### config.mk
export PLATFORM = sky130hd
export DESIGN_NAME = muldiv_seq
export DESIGN_NICKNAME = d
export VERILOG_FILES = /design/src/rtl/muldiv_seq_pkg.sv /design/src/rtl/muldiv_step.sv /design/src/rtl/muldiv_seq.sv
export SDC_FILE = /design/constraint.sdc
export NUM_CORES = 1
export LEC_CHECK = 0
export BUFFER_PORTS_ARGS = -buffer_cell sky130_fd_sc_hd__buf_2
export CAP_MARGIN = 40
export CORE_UTILIZATION = 55
export DETAILED_ROUTE_END_ITERATION = 10
export PLACE_DENSITY = 0.81
export SETUP_SLACK_MARGIN = 0.4
export SLEW_MARGIN = 0
export SYNTH_ARGS = -nofsm -noshare
export SYNTH_HDL_FRONTEND = slang
export SYNTH_HIERARCHICAL = 1
export SYNTH_SLANG_ARGS = --single-unit
### constraint.sdc
create_clock -name clk -period 7.7 [get_ports clk]
set_input_delay 1.155 -clock clk [delete_from_list [all_inputs] [get_ports clk]]
set_output_delay 1.155 -clock clk [all_outputs]
set_load 0.03 [all_outputs]
### src/rtl/muldiv_seq_pkg.sv
// Shared encodings for the multi-cycle multiply/divide sequencer:
// operation codes, FSM states and the default datapath width.
package muldiv_seq_pkg;

    localparam int WIDTH_DEF = 32;

    localparam logic [1:0] OP_MULT  = 2'd0;
    localparam logic [1:0] OP_MULTU = 2'd1;
    localparam logic [1:0] OP_DIV   = 2'd2;
    localparam logic [1:0] OP_DIVU  = 2'd3;

    typedef enum logic [1:0] {
        ST_IDLE = 2'd0,
        ST_PREP = 2'd1,
        ST_ITER = 2'd2,
        ST_FIX  = 2'd3
    } state_e;

endpackage

### src/rtl/muldiv_step.sv
// Single shared add/subtract step: res = x + y or x - y.
// co is the carry out when adding and the borrow out when subtracting.
module muldiv_step #(
    parameter int N = 33
) (
    input  logic [N-1:0] x,
    input  logic [N-1:0] y,
    input  logic         sub,
    output logic [N-1:0] res,
    output logic         co
);

    logic [N-1:0] y_s;
    logic [N:0]   sum_s;

    // Two's-complement add; subtraction inverts y and injects a carry-in
    always_comb begin
        if (sub) begin
            y_s = ~y;
        end else begin
            y_s = y;
        end
        sum_s = {1'b0, x} + {1'b0, y_s} + {{N{1'b0}}, sub};
        res   = sum_s[N-1:0];
        if (sub) begin
            co = ~sum_s[N];
        end else begin
            co = sum_s[N];
        end
    end

endmodule

### src/rtl/muldiv_seq.sv
// Multi-cycle MULT/MULTU/DIV/DIVU sequencer owning HI/LO; one shift-add or
// restoring-divide step per cycle, plus direct MTHI/MTLO writes when idle.
module muldiv_seq
    import muldiv_seq_pkg::*;
#(
    parameter int WIDTH = WIDTH_DEF
) (
    input  logic             clk,
    input  logic             reset,
    input  logic             start,
    input  logic [1:0]       op,
    input  logic [WIDTH-1:0] a,
    input  logic [WIDTH-1:0] b,
    input  logic             cancel,
    input  logic             hi_we,
    input  logic             lo_we,
    input  logic [WIDTH-1:0] wdata,
    output logic             busy,
    output logic             done,
    output logic [WIDTH-1:0] hi,
    output logic [WIDTH-1:0] lo
);

    localparam int              CW   = $clog2(WIDTH);
    localparam logic [CW-1:0]   LAST = CW'(WIDTH - 1);

    state_e             state_q, state_d;
    logic [CW-1:0]      cnt_q, cnt_d;
    logic [1:0]         op_q, op_d;
    logic [WIDTH-1:0]   a_q, a_d, b_q, b_d;
    logic [WIDTH-1:0]   opnd_q, opnd_d;
    logic [2*WIDTH-1:0] acc_q, acc_d;
    logic               res_neg_q, res_neg_d, rem_neg_q, rem_neg_d;
    logic               busy_q, busy_d, done_q, done_d;
    logic [WIDTH-1:0]   hi_q, hi_d, lo_q, lo_d;

    logic               is_signed_s, is_div_s;
    logic [WIDTH-1:0]   mag_a_s, mag_b_s;
    logic [WIDTH:0]     step_x_s, step_res_s;
    logic               step_sub_s, step_co_s;
    logic [2*WIDTH-1:0] prod_s;
    logic [WIDTH-1:0]   quo_s, rem_s, fix_hi_s, fix_lo_s;

    // Operation decode and operand magnitudes for the signed variants
    always_comb begin
        is_signed_s = (op_q == OP_MULT) || (op_q == OP_DIV);
        is_div_s    = (op_q == OP_DIV) || (op_q == OP_DIVU);
        if (is_signed_s && a_q[WIDTH-1]) begin
            mag_a_s = {WIDTH{1'b0}} - a_q;
        end else begin
            mag_a_s = a_q;
        end
        if (is_signed_s && b_q[WIDTH-1]) begin
            mag_b_s = {WIDTH{1'b0}} - b_q;
        end else begin
            mag_b_s = b_q;
        end
    end

    // Divide trials the shifted remainder (including the bit shifted out of the top)
    always_comb begin
        if (is_div_s) begin
            step_x_s   = acc_q[2*WIDTH-1:WIDTH-1];
            step_sub_s = 1'b1;
        end else begin
            step_x_s   = {1'b0, acc_q[2*WIDTH-1:WIDTH]};
            step_sub_s = 1'b0;
        end
    end

    muldiv_step #(.N(WIDTH + 1)) u_step (
        .x   (step_x_s),
        .y   ({1'b0, opnd_q}),
        .sub (step_sub_s),
        .res (step_res_s),
        .co  (step_co_s)
    );

    // Sign correction applied to the raw magnitudes in the FIX cycle
    always_comb begin
        if (!is_div_s && res_neg_q) begin
            prod_s = {(2*WIDTH){1'b0}} - acc_q;
        end else begin
            prod_s = acc_q;
        end
        if (is_div_s && res_neg_q) begin
            quo_s = {WIDTH{1'b0}} - acc_q[WIDTH-1:0];
        end else begin
            quo_s = acc_q[WIDTH-1:0];
        end
        if (is_div_s && rem_neg_q) begin
            rem_s = {WIDTH{1'b0}} - acc_q[2*WIDTH-1:WIDTH];
        end else begin
            rem_s = acc_q[2*WIDTH-1:WIDTH];
        end
        if (is_div_s) begin
            fix_hi_s = rem_s;
            fix_lo_s = quo_s;
        end else begin
            fix_hi_s = prod_s[2*WIDTH-1:WIDTH];
            fix_lo_s = prod_s[WIDTH-1:0];
        end
    end

    // Next-state and datapath update
    always_comb begin
        state_d   = state_q;
        cnt_d     = cnt_q;
        op_d      = op_q;
        a_d       = a_q;
        b_d       = b_q;
        opnd_d    = opnd_q;
        acc_d     = acc_q;
        res_neg_d = res_neg_q;
        rem_neg_d = rem_neg_q;
        hi_d      = hi_q;
        lo_d      = lo_q;
        done_d    = 1'b0;

        case (state_q)
            ST_IDLE: begin
                if (start && !cancel) begin
                    a_d     = a;
                    b_d     = b;
                    op_d    = op;
                    state_d = ST_PREP;
                end else if (!start) begin
                    if (hi_we) begin
                        hi_d = wdata;
                    end else begin
                        hi_d = hi_q;
                    end
                    if (lo_we) begin
                        lo_d = wdata;
                    end else begin
                        lo_d = lo_q;
                    end
                end else begin
                    state_d = ST_IDLE;
                end
            end
            ST_PREP: begin
                if (cancel) begin
                    state_d = ST_IDLE;
                end else begin
                    // Low half starts as the multiplier (shifted out) or the dividend (shifted up)
                    if (is_div_s) begin
                        acc_d  = {{WIDTH{1'b0}}, mag_a_s};
                        opnd_d = mag_b_s;
                    end else begin
                        acc_d  = {{WIDTH{1'b0}}, mag_b_s};
                        opnd_d = mag_a_s;
                    end
                    res_neg_d = is_signed_s & (a_q[WIDTH-1] ^ b_q[WIDTH-1]);
                    rem_neg_d = is_signed_s & a_q[WIDTH-1];
                    cnt_d     = {CW{1'b0}};
                    state_d   = ST_ITER;
                end
            end
            ST_ITER: begin
                if (cancel) begin
                    state_d = ST_IDLE;
                end else begin
                    if (is_div_s) begin
                        if (!step_co_s) begin
                            acc_d = {step_res_s[WIDTH-1:0], acc_q[WIDTH-2:0], 1'b1};
                        end else begin
                            acc_d = {acc_q[2*WIDTH-2:0], 1'b0};
                        end
                    end else begin
                        if (acc_q[0]) begin
                            acc_d = {step_res_s, acc_q[WIDTH-1:1]};
                        end else begin
                            acc_d = {1'b0, acc_q[2*WIDTH-1:1]};
                        end
                    end
                    cnt_d = cnt_q + {{(CW-1){1'b0}}, 1'b1};
                    if (cnt_q == LAST) begin
                        state_d = ST_FIX;
                    end else begin
                        state_d = ST_ITER;
                    end
                end
            end
            ST_FIX: begin
                if (cancel) begin
                    state_d = ST_IDLE;
                end else begin
                    hi_d    = fix_hi_s;
                    lo_d    = fix_lo_s;
                    done_d  = 1'b1;
                    state_d = ST_IDLE;
                end
            end
            default: begin
                state_d = ST_IDLE;
            end
        endcase

        busy_d = (state_d == ST_PREP) || (state_d == ST_ITER);
    end

    // State and result registers
    always_ff @(posedge clk or posedge reset) begin
        if (reset) begin
            state_q   <= ST_IDLE;
            cnt_q     <= {CW{1'b0}};
            op_q      <= OP_MULT;
            a_q       <= {WIDTH{1'b0}};
            b_q       <= {WIDTH{1'b0}};
            opnd_q    <= {WIDTH{1'b0}};
            acc_q     <= {(2*WIDTH){1'b0}};
            res_neg_q <= 1'b0;
            rem_neg_q <= 1'b0;
            busy_q    <= 1'b0;
            done_q    <= 1'b0;
            hi_q      <= {WIDTH{1'b0}};
            lo_q      <= {WIDTH{1'b0}};
        end else begin
            state_q   <= state_d;
            cnt_q     <= cnt_d;
            op_q      <= op_d;
            a_q       <= a_d;
            b_q       <= b_d;
            opnd_q    <= opnd_d;
            acc_q     <= acc_d;
            res_neg_q <= res_neg_d;
            rem_neg_q <= rem_neg_d;
            busy_q    <= busy_d;
            done_q    <= done_d;
            hi_q      <= hi_d;
            lo_q      <= lo_d;
        end
    end

    assign busy = busy_q;
    assign done = done_q;
    assign hi   = hi_q;
    assign lo   = lo_q;

endmodule

== Yosys cells after proc, flatten, opt, wreduce, memory -nomap -nowiden ==
Index checks and enable logic that the tools add are counted.

* Bits in registers: 237
* Input port bits: 104
* Output and inout bits: 66
* Logic and storage cells: 102

* Add/subtract/negate cells: 8
* Equal/unequal tests: 15
* Mux-type cells: 40
* Bitwise logic cells: 6
* Reduce and logical (&&, ||, !) cells: 20

{| class="wikitable"
|+ Operators by type and width
! kind !! number
|-
| $mux W32 || 16
|-
| $mux W64 || 6
|-
| $pmux W32 S2 || 2
|-
| $pmux W64 S2 || 1
|-
| $sub A1 B32 Y32 const A || 4
|-
| $mux W33 || 2
|-
| $sub A1 B64 Y64 const A || 1
|-
| $add A33 B33 Y34 || 1
|-
| $add A34 B1 Y34 || 1
|-
| $not A32 Y33 || 1
|-
| $ne A2 B2 Y1 const B || 7
|-
| $eq A2 B2 Y1 const B || 5
|-
| $mux W5 || 2
|-
| $pmux W5 S2 || 1
|-
| $reduce_and A5 Y1 || 2
|-
| $mux W2 || 4
|-
| $pmux W2 S4 || 1
|-
| $logic_and A1 B1 Y1 || 6
|-
| $add A5 B1 Y5 const B || 1
|-
| $eq A5 B5 Y1 const B || 1
|-
| $mux W1 || 5
|-
| $eq A2 B1 Y1 const B || 2
|-
| $logic_not A2 Y1 || 2
|-
| $reduce_and A2 Y1 || 2
|-
| 7 further kinds || 13
|}

== Logic depth before layout (Yosys ltp) ==
* Depth after elaboration: 12
* Mapped depth: 21
* Depth with buffers taken out: 15

== By module ==
Netlist, hierarchy kept.

{| class="wikitable"
|+ Modules (own cells, without submodules)
! module !! instances !! cells an instance !! area an instance (um2) !! seq. area each (um2)
|-
| muldiv_seq || 1 || 1631 || 14776.7 || 5930.7
|-
| muldiv_step || 1 || 297 || 2230.9 || 0.0
|}

== Worst setup path after synthesis ==
OpenSTA, ideal clock, no wires.

* Kind: register -> register
* Start point: reg op_q[1]
* End point: reg acc_q[55]
* Setup time: 0.122 ns
* Arrival: 4.779 ns
* Required time: 7.578 ns
* Slack: 2.799 ns
* Cell stages (with the launch flop): 19
* Period minus slack after synthesis: 4.901 ns
* Cells stage by stage: dfrtp_1 > clkbuf_1 > buf_1 > clkbuf_1 > mux2_2 > ha_1 > buf_2 > a21oi_2 > o21ai_1 > a211o_1 > o22a_1 > a221o_1 > a41oi_2 > xnor2_1 > clkbuf_1 > clkbuf_1 > mux2i_1 > nand2_1 > a32o_1

* Elaborated cells between the ends (all ways): 15
* Those cells by class: add/sub (2); eq/ne (2); mux (9); bitwise (1); reduce/logical (1)

{| class="wikitable"
|+ RTL lines
! item !! RTL line !! RTL
|-
| from (decl) || muldiv_seq.sv:29 || <nowiki>logic [1:0] op_q, op_d;</nowiki>
|-
| from (signal assigned) || muldiv_seq.sv:222 || <nowiki>op_q <= op_d;</nowiki>
|-
| $eq A2 B2 Y1 || muldiv_seq.sv:47 || <nowiki>is_div_s = (op_q == OP_DIV) || (op_q == OP_DIVU);</nowiki>
|-
| $logic_or A1 B1 Y1 (*) || muldiv_seq.sv:47 ||
|-
| $mux W33 (*) || muldiv_seq.sv:62 || <nowiki>if (is_div_s) begin</nowiki>
|-
| named net step_x_s[12] || muldiv_seq.sv:39 || <nowiki>logic [WIDTH:0] step_x_s, step_res_s;</nowiki>
|-
| $add A33 B33 Y34 (*) || muldiv_step.sv:23 || <nowiki>sum_s = {1'b0, x} + {1'b0, y_s} + {{N{1'b0}}, sub};</nowiki>
|-
| $add A34 B1 Y34 (*) || muldiv_step.sv:23 ||
|-
| $not A1 Y1 || muldiv_step.sv:26 || <nowiki>co = ~sum_s[N];</nowiki>
|-
| $mux W1 (*) || muldiv_step.sv:25 || <nowiki>if (sub) begin</nowiki>
|-
| named net step_co_s || muldiv_seq.sv:40 || <nowiki>logic step_sub_s, step_co_s;</nowiki>
|-
| $mux W64 (*) || muldiv_seq.sv:165 || <nowiki>if (!step_co_s) begin</nowiki>
|-
| $mux W64 (*) || muldiv_seq.sv:164 || <nowiki>if (is_div_s) begin</nowiki>
|-
| $mux W64 (*) || muldiv_seq.sv:161 || <nowiki>if (cancel) begin</nowiki>
|-
| $pmux W64 S2 (*) || muldiv_seq.sv:120 || <nowiki>case (state_q)</nowiki>
|-
| to (signal assigned) || muldiv_seq.sv:212 || <nowiki>acc_q <= {(2*WIDTH){1'b0}};</nowiki>
|-
| to (decl) || muldiv_seq.sv:32 || <nowiki>logic [2*WIDTH-1:0] acc_q, acc_d;</nowiki>
|}

The timed path passes the listed nets; every way through them passes the cells marked *. The select of a mux whose other input is x is not followed.
A chain may end at the register's enable or synchronous reset.

== Worst setup path after layout ==
* Start point: reg op_q[1]
* End point: reg acc_q[54]

The elaborated chain is that of the path after synthesis.

==> impl_metrics.yaml <==
layout:
  mostFrequentLayoutCell: "sky130_fd_sc_hd__nand2_1"
  layout.cells.most_common_list: "240 x sky130_fd_sc_hd__nand2_1, 235 x sky130_fd_sc_hd__dfrtp_1, 169 x sky130_fd_sc_hd__buf_2"
  fillers: 2631
  final_core_utilization_pct: 62.0
  layout-area-overhead-vs-synth_pct: 11.3
  diodes: 0
  drive_above_1_share_pct: 19.1
  finalNonFillerCells: 2412
  layout.nets: 2138
synthesis:
  ys_ff_latch: 237
  synth_area_leader_cell: "sky130_fd_sc_hd__dfrtp_1"
  synth.net_count: 2071
  synthArstFlopShare_pct: 100
  synth_area_sq_um: 17000
  synth_enable_flop_cells: 0
  post-synth-top-area-fraction_pct: 34.9
  ys_top_cells_by_area: "sky130_fd_sc_hd__dfrtp_1 35%, sky130_fd_sc_hd__mux2_2 6.6%, sky130_fd_sc_hd__xor2_1 5.9%, sky130_fd_sc_hd__mux2i_1 5.4%, sky130_fd_sc_hd__nand2_1 5.3%"
  syn_area_per_cell_sq_um: 8.82
  synth_ff_type: "sky130_fd_sc_hd__dfrtp_1"
  yosysWarningCount: 6
  synth.yosys.seq_area_share_pct: 34.9
  synth.lib_cells_used.distinct: 91
  post_synth_inst_count: 1928
sta:
  hold-worst-slack_ns: 0.471
  finalSetupViolCount: 0
  final_tns_setup_ns: 0
  worst_slew_pin_tran_ns: 1.12
  rsz0062_at_grt: "false"
  setup_ws_ns: 2.77
  fin_skew_ns: 0.0302
  worst_slew_margin_rel_pct: 25.2
  timing_hold_violations_final: 0
  post-route-min-period_ns: 4.93
  drv_slew: 0
  max_clock_freq_mhz: 203
  final_critical_path_share_of_the_clock_period_pct: 64.1
clock_network:
  h-tree-depth: 1
  clk_latency_ns: 0.56
  cts_tree: "yes"
  clock_tree.buffer_depth: 3
  clock_sinks: 237
  ctsResizeCount: 0
  tritoncts.num_buffers: 27
  cts_post_setup_buffers_inserted: 0
  worst_setup_hold_path_clk_slew_ns: 0.06
  cts_hold_buffers: 0
  root_buffer: "sky130_fd_sc_hd__clkbuf_16"
routing:
  drt_iter0_drc: 2038
  wirelength_um: 53600
  route.detailed.vias_per_inst: 6.57
  route.detailed.wl_per_inst_um: 22.2
  vias: 15838
  route.detailed.drc: 0
  drtAntennaViolNets: 0
  firstDrtPassIters: 6
die:
  start_util_pct: 55.7
  fp.dieW_um: 178
  row_count: 64
  die-height_um: 178
  core-area_sq_um: 30500
  fp.dieArea_sq_um: 31600
  io_pins: 170
global_route:
  grt.overflow.total: 0
  antenna_found_initial: 0
  grt_start_max_net_pins: 171
  global_route_wire_length_before_repair_um: 82300
  gr-usage-all-layers_pct: 33.5
  grt_pass1_vias: 14673
status:
  run_status: "complete, no violations"
setup_path:
  critical_path.startpoint_type: "flop"
  worst_path_required_ns: 8.14
  critPathCaptureType: "flop"
  ff2ff_setup_slack_ns: 2.77
  timing.critical_path.arrival_ns: 5.38
  path_class: "flop to flop"
  critical_path_peak_fanout: 46
power:
  vdd_drop_max_v: 0.000197
  powerDensity_nw_per_um2: 435
  leakagePower_nw: 8.25
placed_design:
  finalWeightedCongestion: 0.976
  placement.setup.worst_slack_ns: 2.83
  placement.io_buffers: 169
  detailed_place_hpwl_um: 39400
  placed_cells_incl_taps: 2361
flow_run:
  maxCapViolations: 0
hold_path:
  worst_hold_class: "flop to flop"
## critical path, cell delays in order (launching register included)
cell	delay, ns
sky130_fd_sc_hd__dfrtp_4	0.82
sky130_fd_sc_hd__buf_4	0.49
sky130_fd_sc_hd__mux2_2	0.39
sky130_fd_sc_hd__ha_1	0.37
sky130_fd_sc_hd__a21oi_1	0.21
sky130_fd_sc_hd__o22ai_1	0.12
sky130_fd_sc_hd__o21a_1	0.20
sky130_fd_sc_hd__o22a_1	0.24
sky130_fd_sc_hd__a221o_1	0.39
sky130_fd_sc_hd__a41oi_2	0.27
sky130_fd_sc_hd__xnor2_2	0.13
sky130_fd_sc_hd__buf_4	0.50
sky130_fd_sc_hd__mux2i_1	0.29
sky130_fd_sc_hd__nand2_1	0.10
sky130_fd_sc_hd__a32o_1	0.29
## flip-flops by register name, indices dropped and copies added (netlist names), 2 cells and up
name and flops:
a_q 32, lo 32, hi 32, cnt_q 5, b_q 32, acc_q 64
op_q 2, opnd_q 32, state_q 2
## layer usage
layer	global-route usage (%)	wire, um	vias up
li1	-	-	7144
met1	46.0	22400	7646
met2	52.6	24100	919
met3	4.80	4660	129
met4	14.4	2360	0
met5	0	0	-
## power by group
| part | internal, W | switching (W) | leakage [nW] |
|---|---|---|---|
| sequential | 0.00164 | 0.000702 | 2.90 |
| clock | 0.000813 | 0.000534 | 0.458 |
| combinational | 0.00180 | 0.00275 | 4.89 |
| total | 0.00425 | 0.00399 | 8.25 |
## worst paths after layout
| path | from | cells after the start | to |
|---|---|---|---|
| setup / recovery | op_q[1] | 14 | acc_q[54] |
| hold / removal | lo[8] | 1 | lo[8] |
| setup reg to reg | op_q[1] | 14 | acc_q[54] |
| hold reg to reg | lo[8] | 1 | lo[8] |
| max in group asynchronous | reset | 5 | acc_q[47] |
| min in group asynchronous | reset | 3 | acc_q[35] |
## metrics by stage
step / cell area [sq um] / power, W
5_1_grt: 18900 / 0.00870
4_1_cts: 18900 / 0.00810
2_1_floorplan: 17000 / 0.00552
3_5_place_dp: 18000 / 0.00674
6_report: 18900 / 0.00823
3_3_place_gp: 17900 / 0.00662
## layout make-up
type / count / area (sq um) / share of cell area (%)
tap: 396 / 495 / 2.62
clock buffer: 41 / 798 / 4.22
inverter: 27 / 105 / 0.555
multi-input combinational: 1505 / 10400 / 54.8
timing repair buffer: 197 / 1100 / 5.82
clock inverter: 9 / 128 / 0.674
sequential: 237 / 5940 / 31.4
## kinds of logic after synthesis
group                    Yosys count  synth area share, %
AO/OA/AOI/OAI                    503                 20.5
XOR/XNOR                         176                 9.06
adder cells (fa/ha/maj)           39                 2.91
buffers and inverters            186                 4.34
flip-flops                       237                 34.9
multiplexers                     193                 12.3
other                              1               0.0220
AND/OR/NAND/NOR                  593                 16.0
## cell usage after synthesis, drive strengths merged (36+ instances only)
| cell | n |
|---|---|
| a21oi | 112 |
| clkbuf | 132 |
| dfrtp | 237 |
| ha | 38 |
| mux2 | 99 |
| mux2i | 92 |
| nand2 | 240 |
| nand3 | 36 |
| nor2 | 148 |
| nor3 | 39 |
| o21ai | 124 |
| xnor2 | 62 |
| xor2 | 114 |
Note: power is estimated with default switching activity, not from simulation.
